$ cat src/rtl/spi_pkg.sv
// Shared SPI controller types and the LSU-visible register map.
package spi_pkg;

  typedef enum logic [1:0] {
    IDLE = 2'd0,
    LOW  = 2'd1,
    HIGH = 2'd2
  } spi_state_e;

  localparam int SPI_CSR_BUSY_BIT = 0;
  localparam int SPI_CSR_CS_BIT   = 2;

  localparam logic [31:0] SPI_COMMAND_ADDR = 32'h800;
  localparam logic [31:0] SPI_CSR_ADDR     = 32'h801;

endpackage

$ cat src/rtl/spi_clk_gen.sv
// SCLK half-period divider: counts clk cycles within a phase and strobes rise/fall.
module spi_clk_gen #(
  parameter int unsigned CLK_DIV = 4
) (
  input  logic clk,
  input  logic rst,
  input  logic i_run,
  input  logic i_phase_high,
  output logic o_rise,
  output logic o_fall
);

  localparam int DIV_W = $clog2(CLK_DIV) + 1;
  localparam logic [DIV_W-1:0] DIV_TC = DIV_W'(CLK_DIV - 1);

  logic [DIV_W-1:0] r_div_cnt;
  logic             w_tc;

  assign w_tc = (r_div_cnt == DIV_TC);

  // Held at zero while idle so each transfer's first phase starts clean.
  always_ff @(posedge clk or posedge rst) begin
    if (rst) begin
      r_div_cnt <= '0;
    end else if (!i_run || w_tc) begin
      r_div_cnt <= '0;
    end else begin
      r_div_cnt <= r_div_cnt + 1'b1;
    end
  end

  assign o_rise = i_run & ~i_phase_high & w_tc;
  assign o_fall = i_run &  i_phase_high & w_tc;

endmodule

$ cat src/rtl/spi_controller.sv
// Mode-0, MSB-first, 8-bit SPI master behind the LSU SPI_COMMAND/SPI_CSR registers.
// Chip select is owned by software and passed straight through.
module spi_controller
  import spi_pkg::*;
#(
  parameter int unsigned CLK_DIV = 4
) (
  input  logic       clk,
  input  logic       rst,
  input  logic       spi_trigger,
  input  logic [7:0] spi_command,
  input  logic       spi_cs_ctl,
  output logic       spi_busy,
  output logic [7:0] spi_response,
  output logic       spi_done,
  output logic       spi_sclk,
  output logic       spi_mosi,
  input  logic       spi_miso,
  output logic       spi_cs_n
);

  spi_state_e r_state;
  spi_state_e w_state_nxt;

  logic [6:0] r_tx_shift;
  logic [7:0] r_rx_shift;
  logic [2:0] r_bit_cnt;
  logic       r_busy;
  logic       r_done;
  logic       r_sclk;
  logic       r_mosi;
  logic [7:0] r_response;

  logic w_rise;
  logic w_fall;

  spi_clk_gen #(
    .CLK_DIV (CLK_DIV)
  ) u_clk_gen (
    .clk          (clk),
    .rst          (rst),
    .i_run        (r_state != IDLE),
    .i_phase_high (r_state == HIGH),
    .o_rise       (w_rise),
    .o_fall       (w_fall)
  );

  always_ff @(posedge clk or posedge rst) begin
    if (rst) begin
      r_state <= IDLE;
    end else begin
      r_state <= w_state_nxt;
    end
  end

  always_comb begin
    w_state_nxt = r_state;
    case (r_state)
      IDLE: if (spi_trigger) w_state_nxt = LOW;
      LOW:  if (w_rise)      w_state_nxt = HIGH;
      HIGH: if (w_fall)      w_state_nxt = (r_bit_cnt == 3'd7) ? IDLE : LOW;
      default:               w_state_nxt = IDLE;
    endcase
  end

  // Triggers outside IDLE (including the completion edge) fall through untouched.
  always_ff @(posedge clk or posedge rst) begin
    if (rst) begin
      r_tx_shift <= '0;
      r_rx_shift <= '0;
      r_bit_cnt  <= '0;
      r_busy     <= 1'b0;
      r_done     <= 1'b0;
      r_sclk     <= 1'b0;
      r_mosi     <= 1'b0;
      r_response <= '0;
    end else begin
      r_done <= 1'b0;
      case (r_state)
        IDLE: begin
          if (spi_trigger) begin
            r_tx_shift <= spi_command[6:0];
            r_mosi     <= spi_command[7];
            r_busy     <= 1'b1;
            r_bit_cnt  <= '0;
          end
        end
        LOW: begin
          if (w_rise) begin
            r_sclk     <= 1'b1;
            r_rx_shift <= {r_rx_shift[6:0], spi_miso};
          end
        end
        HIGH: begin
          if (w_fall) begin
            r_sclk <= 1'b0;
            if (r_bit_cnt == 3'd7) begin
              r_response <= r_rx_shift;
              r_busy     <= 1'b0;
              r_done     <= 1'b1;
            end else begin
              r_bit_cnt  <= r_bit_cnt + 3'd1;
              r_mosi     <= r_tx_shift[6];
              r_tx_shift <= {r_tx_shift[5:0], 1'b0};
            end
          end
        end
        default: ;
      endcase
    end
  end

  assign spi_busy     = r_busy;
  assign spi_done     = r_done;
  assign spi_sclk     = r_sclk;
  assign spi_mosi     = r_mosi;
  assign spi_response = r_response;
  assign spi_cs_n     = spi_cs_ctl;

endmodule

$ cat config.mk
export PLATFORM = sky130hd
export DESIGN_NAME = spi_controller
export DESIGN_NICKNAME = d
export VERILOG_FILES = /design/src/rtl/spi_pkg.sv /design/src/rtl/spi_clk_gen.sv /design/src/rtl/spi_controller.sv
export SDC_FILE = /design/constraint.sdc
export NUM_CORES = 1
export LEC_CHECK = 0
export BUFFER_PORTS_ARGS = -buffer_cell sky130_fd_sc_hd__buf_2
export CAP_MARGIN = 20
export CORE_MARGIN = 2
export CORE_UTILIZATION = 30
export DETAILED_ROUTE_END_ITERATION = 16
export GPL_ROUTABILITY_DRIVEN = 0
export MAX_ROUTING_LAYER = met4
export RECOVER_POWER = 25
export SYNTH_ARGS = -nofsm -noshare
export SYNTH_HDL_FRONTEND = slang
export SYNTH_SLANG_ARGS = --single-unit
$ cat constraint.sdc
create_clock -name clk -period 2.4 [get_ports clk]
set_input_delay 0.24 -clock clk [delete_from_list [all_inputs] [get_ports clk]]
set_output_delay 0.24 -clock clk [all_outputs]
set_load 0.01 [all_outputs]
==> Word level (Yosys, flattened, before mapping) <==
Cells that the tools add are included.
{ "word_totals": {"ramBits": 0, "latchBits": 0, "register_bits": 35, "mem_count": 0, "rom_bits": 0, "word_cells": 66} }
{ "classes": {"n_shift": 0, "n_div": 0, "n_eq_ne": 9, "mux": 28, "n_reduce_logical": 12, "n_addsub": 2, "n_bitwise": 5, "magnitude_cmp": 0, "multipliers": 0} }
{ "op_table": {"columns": ["cell", "n"], "rows": [
  ["$mux W7", 3],
  ["$pmux W7 S2", 1],
  ["$mux W1", 12],
  ["$mux W3", 4],
  ["$reduce_and A3 Y1", 3],
  ["$ne A2 B2 Y1 const B", 4],
  ["$reduce_and A4 Y1", 2],
  ["$add A3 B1 Y3 const B", 2],
  ["$mux W2", 3],
  ["$pmux W1 S2", 3],
  ["$pmux W2 S3", 1],
  ["$pmux W3 S2", 1],
  ["$reduce_bool A2 Y1", 3],
  ["$and A1 B1 Y1", 4],
  ["$eq A3 B2 Y1 const B", 1],
  ["$eq A3 B3 Y1 const B", 1],
  ["$eq A2 B1 Y1 const B", 1],
  ["$eq A2 B2 Y1 const B", 1],
  ["$logic_not A2 Y1", 1],
  ["$ne A2 B1 Y1 const B", 1],
  ["$reduce_and A2 Y1", 1],
  ["$logic_not A1 Y1", 1],
  ["$logic_or A1 B1 Y1", 1],
  ["$not A1 Y1", 1]
]} }

==> Logic depth before layout (Yosys ltp) <==
Gate-level depths: netlist of the first run.
{ "logic_depth": {"word_depth": 6, "ltp_mapped": 7} }

==> By module <==
Synthesis of the first run repeated with hierarchy kept, for this count alone.
{ "hier_totals": {"hier_cells": 112, "area_unflattened_um2": 1591.5} }
{ "by_module_without_submodules": {"columns": ["mod", "seq_area_each_um2", "cells_each", "n_inst", "area_each_um2"], "rows": [
  ["spi_controller", 800.8, 100, 1, 1437.6],
  ["spi_clk_gen", 75.1, 12, 1, 153.9]
]} }

==> Least setup slack after synthesis of the first run <==
No wires, ideal clock.
{ "synth_timing": {"path_kind": "reg2reg", "start": "reg u_clk_gen.r_div_cnt[0]", "end": "reg r_tx_shift[1]", "required_ns": 2.275, "setup_ns": 0.125, "path_buffers": 2, "period_less_slack_ns": 1.827, "arrival_time_ns": 1.702, "slack_ns": 0.573, "stages_incl_launch_ff": 8, "path_cell_list": "dfrtp_1 ha_1 ha_1 buf_2 nor2b_1 a22o_4 buf_6 mux2_4"} }
{ "synth_via": {"elab_chain_len": 4} }
{ "synth_rtl": {"columns": ["item", "line", "text"], "rows": [
  ["start, declared", "spi_clk_gen.sv:16", "logic [DIV_W-1:0] r_div_cnt;"],
  ["start signal, assigned", "spi_clk_gen.sv:28", "r_div_cnt <= r_div_cnt + 1'b1;"],
  ["$eq A3 B2 Y1", "spi_clk_gen.sv:19", "assign w_tc = (r_div_cnt == DIV_TC);"],
  ["$and A1 B1 Y1", "spi_clk_gen.sv:33", "assign o_fall = i_run & i_phase_high & w_tc;"],
  ["$ne A2 B2 Y1 (no source line)", null, null],
  ["$reduce_and A4 Y1 (no source line)", null, null],
  ["end signal, assigned", "spi_controller.sv:82", "r_tx_shift <= spi_command[6:0];"],
  ["end signal, assigned", "spi_controller.sv:104", "r_tx_shift <= {r_tx_shift[5:0], 1'b0};"],
  ["end, declared", "spi_controller.sv:25", "logic [6:0] r_tx_shift;"]
]} }
No other way between the ends.
A chain may end at the register's enable or synchronous reset.

==> Final worst setup path of the first run <==
{ "layout_timing": {"start": "reg u_clk_gen.r_div_cnt[0]", "end": "reg r_tx_shift[3]"} }
The elaborated chain is that of the path after synthesis.

==> results.json, run 1 <==
{
  "start_util_pct": 30.57,
  "post_cts_buffers": 0,
  "fp.dieW_um": 75.45,
  "dr.pass1.iters": 4,
  "worst-r2r-setup-slack_ns": 0.48,
  "ant_nets": 0,
  "hold_class": "primary input to flip-flop",
  "cts_resized": 0,
  "viasPerCell": 4.391,
  "htreeDepth": 2,
  "cts_buffers": 5,
  "syn2layout_area_growth_pct": 16.50,
  "grt_pass1_wl_um": 4326,
  "drc": 0,
  "outcome": "finished with violations",
  "path_class": "flip-flop to flip-flop",
  "yosysTopAreaCellShare_pct": 57.19,
  "worst_pin_slew_ns": 1.790,
  "drive_above_1_share_pct": 47.45,
  "ys_top_cells_by_area": "dfrtp_1 57%, mux2_2 18%, mux2_4 4.9%",
  "finalWorstSetupSlack_ns": 0.4838,
  "p_leak_nw": 0.8720,
  "fin_crit_ns": 1.916,
  "period_share_pct": 79.84,
  "violations": "capacitance limit, slew limit",
  "die_h_um": 75.45,
  "die_area_mm2": 0.005693,
  "hold_violations": 0,
  "finalMaxSlewViolations": 36,
  "io_pins": 26,
  "required_ns": 2.56,
  "grt_usage_pct": 10.63,
  "power.density_mw_per_mm2": 955.2,
  "crit_arrival_ns": 2.08,
  "yosysUniqueCellTypes": 22,
  "setup_viol": 0,
  "netlist_instances": 110,
  "vias": 909,
  "postCtsHoldBufs": 0,
  "clkTransAtPathRegs_ns": 0.07,
  "syn_area_mm2": 0.001531,
  "grt_pass1_vias": 1000,
  "yosysWarnings": 0,
  "use_met1_pct": 11.70,
  "grt_util_met2_pct": 17.20,
  "cts_root_buffer": "clkbuf_8",
  "clock.fmax_mhz": 521.9,
  "diodes": 0,
  "peakVddDrop_mv": 0.2533,
  "dp_slack_ns": 0.5034,
  "slew_headroom_pct": -19.30,
  "final_cell_mix": "35 x dfrtp_1, 25 x mux2_2, 23 x buf_2, 9 x inv_1, 6 x o21ai_0",
  "crit_fanout": 12,
  "port_buffers": 23,
  "drt-total-wl_um": 2519,
  "num_rows": 26,
  "antenna_found_initial": 0,
  "clockBufferDepth": 2,
  "busiest_layer": "met2",
  "seq_area_frac_synth_pct": 57.19,
  "rsz0062_at_grt": "no",
  "tns_ns": 0,
  "grt_overflow": 0,
  "skew_ns": 0.007380,
  "yosysTopAreaCell": "dfrtp_1",
  "dp_hpwl_um": 1779,
  "grt_max_degree": 36,
  "met3_usage_pct": 3.175,
  "hold_ws_ns": 0.1897,
  "max_cap_viol_count": 1,
  "dr.first_iter.drc_count": 59,
  "syn_area_per_cell_um2": 13.92,
  "final_common_cell": "dfrtp_1",
  "synth_nets": 127,
  "cts_tree": "done",
  "cts_sinks": 35,
  "core_mm2": 0.005010,
  "finalNetCount": 153,
  "crit_path_start_kind": "flip-flop",
  "end_kind": "flip-flop",
  "clk_latency_ns": 0.28,
  "ys_seq_elements": 35,
  "wl_per_cell_um": 12.17
}
[critical path, stage by stage, from the launching register on]
cell and delay, ns:
dfrtp_1 0.35, ha_1 0.16, ha_1 0.33, nor2b_1 0.33
a22o_4 0.27, mux2_2 0.36
[synthesized netlist by cell type, drive strengths merged]
cell type,n
a31o,1
nand3,3
o21ai,6
nor2b,2
inv,9
nand4,3
a21oi,3
dfrtp,35
nor2,1
nor3,2
buf,5
ha,4
mux2i,1
a22o,1
mux2,30
nand2,3
nor3b,1
[per-layer routing]
layer  wire length (um)  vias up
met5                  0        -
met4                 62        0
met3                120        5
met2               1206       19
met1               1129      451
li1                   -      434
[state kept, by name, summed over array words and instances, names as in the netlist]
signal / cells
r_state: 2
spi_sclk: 1
spi_busy: 1
r_rx_shift: 8
spi_done: 1
r_tx_shift: 7
spi_response: 8
u_clk_gen.r_div_cnt: 3
r_bit_cnt: 3
spi_mosi: 1
[power by group]
group	switching [mW]	leakage [nW]	internal [mW]
registers	0.114	0.448	0.749
clock network	0.208	0.0402	0.201
logic	0.185	0.383	0.247
total	0.507	0.872	1.20
[layout make-up]
type	instances	area, um^2
tap	70	87.58
fill	516	3226
clock buffer	5	68.82
sequential	35	875.8
multi-input combinational	61	579.3
timing repair buffer	24	118.9
inverter	9	33.78
clock inverter	3	20.02
[through the flow]
step / std cells / cell area (um^2) / power [mW] / utilization [%]
2_1_floorplan: 110 / 1531 / 1.229 / -
3_3_place_gp: 199 / 1699 / 1.280 / 33.92
3_5_place_dp: 199 / 1699 / 1.308 / 33.92
4_1_cts: 207 / 1788 / 1.728 / 35.69
5_1_grt: 207 / 1784 / 1.816 / 35.61
6_report: 207 / 1784 / 1.704 / 35.61
[logic make-up (layout without fill, tap and decap cells)]
logic type               count (synthesis)  count (layout)  share of synthesized area (%)
buffers and inverters                   14              41                          4.983
multiplexers                            31              31                          23.94
AND/OR/NAND/NOR                         15              15                          5.964
adder cells (fa/ha/maj)                  4               4                          3.268
AO/OA/AOI/OAI                           11              11                          4.657
flip-flops                              35              35                          57.19
[worst paths after layout]
| path | endpoint | startpoint | depth (start not counted) |
|---|---|---|---|
| worst max-delay path | r_tx_shift[3] | u_clk_gen.r_div_cnt[0] | 5 |
| worst min-delay path | r_rx_shift[0] | spi_miso | 2 |
| worst max register to register | r_tx_shift[3] | u_clk_gen.r_div_cnt[0] | 5 |
| worst min register to register | u_clk_gen.r_div_cnt[0] | u_clk_gen.r_div_cnt[0] | 1 |
| max in group asynchronous | r_rx_shift[7] | rst | 3 |
| min in group asynchronous | r_tx_shift[5] | rst | 3 |
Power figures use the tool's default switching activity.
==> run 2, diff against run 1 <==
clock period = 2 ns   (was 2.4 ns; I/O delays follow)
==> run 2 against run 1 <==
Compared with the run above: non-clock buffer count is the same; the run now ends clean; sequential power increased by 21%; register-to-register slack lost 0.33 ns; highest routed layer unchanged; via count is 0.66% lower; critical path type unchanged; power increased by 20%.
==> results.json, run 2 (same netlist as run 1, synthesis figures left out) <==
{
  "outcome": "finished, final reports clean",
  "grt_usage_pct": 10.63,
  "clk_latency_ns": 0.28,
  "max_cap_viol_count": 0,
  "drt-total-wl_um": 2517,
  "tns_ns": 0,
  "fp.dieW_um": 75.45,
  "hold_violations": 0,
  "period_share_pct": 92.55,
  "worst_pin_slew_ns": 0.8241,
  "power.density_mw_per_mm2": 1144,
  "finalMaxSlewViolations": 0,
  "post_cts_buffers": 0,
  "wl_per_cell_um": 12.16,
  "grt_pass1_vias": 1000,
  "crit_fanout": 12,
  "grt_max_degree": 36,
  "ant_nets": 0,
  "placed_area_mm2": 0.001699,
  "dp_cells": 199,
  "port_buffers": 23,
  "final_common_cell": "dfrtp_1",
  "setup_viol": 0,
  "crit_path_start_kind": "flip-flop",
  "antenna_found_initial": 0,
  "grt_pass1_wl_um": 4326,
  "dr.pass1.iters": 4,
  "required_ns": 2.16,
  "die_area_mm2": 0.005693,
  "clock.fmax_mhz": 540.2,
  "hold_class": "primary input to async pin",
  "start_util_pct": 30.57,
  "core_mm2": 0.005010,
  "grt_overflow": 0,
  "peakVddDrop_mv": 0.3035,
  "drc": 0,
  "diodes": 0,
  "clockBufferDepth": 2,
  "crit_arrival_ns": 2.02,
  "dr.first_iter.drc_count": 56,
  "cts_buffers": 5,
  "instances_no_fill": 207,
  "finalNetCount": 153,
  "cts_root_buffer": "clkbuf_8",
  "viasPerCell": 4.362,
  "die_h_um": 75.45,
  "io_pins": 26,
  "fin_crit_ns": 1.851,
  "end_kind": "flip-flop",
  "final_cell_mix": "35 x dfrtp_1, 25 x mux2_2, 23 x buf_2, 9 x inv_1, 6 x o21ai_0",
  "vias": 903,
  "cts_sinks": 35,
  "cts_tree": "done",
  "drive_above_1_share_pct": 48.91,
  "path_class": "flip-flop to flip-flop",
  "num_rows": 26,
  "clkTransAtPathRegs_ns": 0.07,
  "htreeDepth": 2,
  "nFillCells": 514,
  "design_area_mm2": 0.001788,
  "skew_ns": 0.007380,
  "dp_hpwl_um": 1779,
  "rsz0062_at_grt": "no",
  "slew_headroom_pct": 45.06,
  "p_leak_nw": 0.8751,
  "syn2layout_area_growth_pct": 16.75
}
-- run 2: cell counts in the layout (fill, tap and decap cells not counted) --
Identical to the previous run, type by type.
-- run 2: report_power, final --
part / internal, mW / switching, mW
clock network: 0.242 / 0.248
logic: 0.299 / 0.222
registers: 0.899 / 0.137
total: 1.44 / 0.607
-- run 2: final timing paths --
| path | slack (ns) | startpoint | cells past startpoint | to |
|---|---|---|---|---|
| max | 0.15 | u_clk_gen.r_div_cnt[0] | 5 | r_tx_shift[3] |
| min | 0.14 | rst | 3 | r_tx_shift[5] |
| max reg2reg | 0.15 | u_clk_gen.r_div_cnt[0] | 5 | r_tx_shift[3] |
| min reg2reg | 0.45 | u_clk_gen.r_div_cnt[0] | 1 | u_clk_gen.r_div_cnt[0] |
| max in group asynchronous | 1.33 | rst | 3 | r_rx_shift[7] |
| min in group clk | 0.15 | spi_miso | 2 | r_rx_shift[0] |
-- run 2: through the flow --
| stage | utilization (%) | hold slack [ns] | setup WS (ns) | power (mW) |
|---|---|---|---|---|
| after global routing | 35.69 | 0.1409 | 0.03285 | 2.181 |
| final | 35.69 | 0.1424 | 0.1489 | 2.046 |
| after global placement | 33.92 | 0.3043 | 0.1836 | 1.536 |
| after CTS | 35.69 | 0.005854 | 0.06642 | 2.074 |
| after detailed placement | 33.92 | 0.3172 | 0.1034 | 1.570 |
| after floorplan | - | 0.3506 | 0.1731 | 1.475 |
-- run 2: worst max-delay path, cell delays in order (launching register included) --
cell	delay [ns]
dfrtp_1	0.35
ha_1	0.16
ha_1	0.33
nor2b_2	0.28
a22o_4	0.25
mux2_2	0.36
-- run 2: final cells by class --
cell class / count / area [um^2] / share of cell area [%]
Inverter: 9 / 33.78 / 1.889
Clock buffer: 5 / 68.82 / 3.849
Sequential cell: 35 / 875.8 / 48.99
Tap cell: 70 / 87.58 / 4.899
Clock inverter: 3 / 20.02 / 1.120
Timing Repair Buffer: 24 / 120.1 / 6.718
Multi-Input combinational cell: 61 / 581.8 / 32.54
-- run 2: what timing repair did --
item                                    4_1_cts  5_1_grt
endpoints found under the setup margin        0        7
gates resized for setup                       0        1
hold buffers                                  0        0
-- run 2: routing by layer --
layer	global-route usage, %	share of wire [%]	vias to the layer above	routed length, um
met1	11.70	44	445	1116
met2	17.20	48	19	1215
met5	-	0	-	0
met3	3.175	4.9	5	123
met4	5.848	2.5	0	62
li1	-	-	434	-
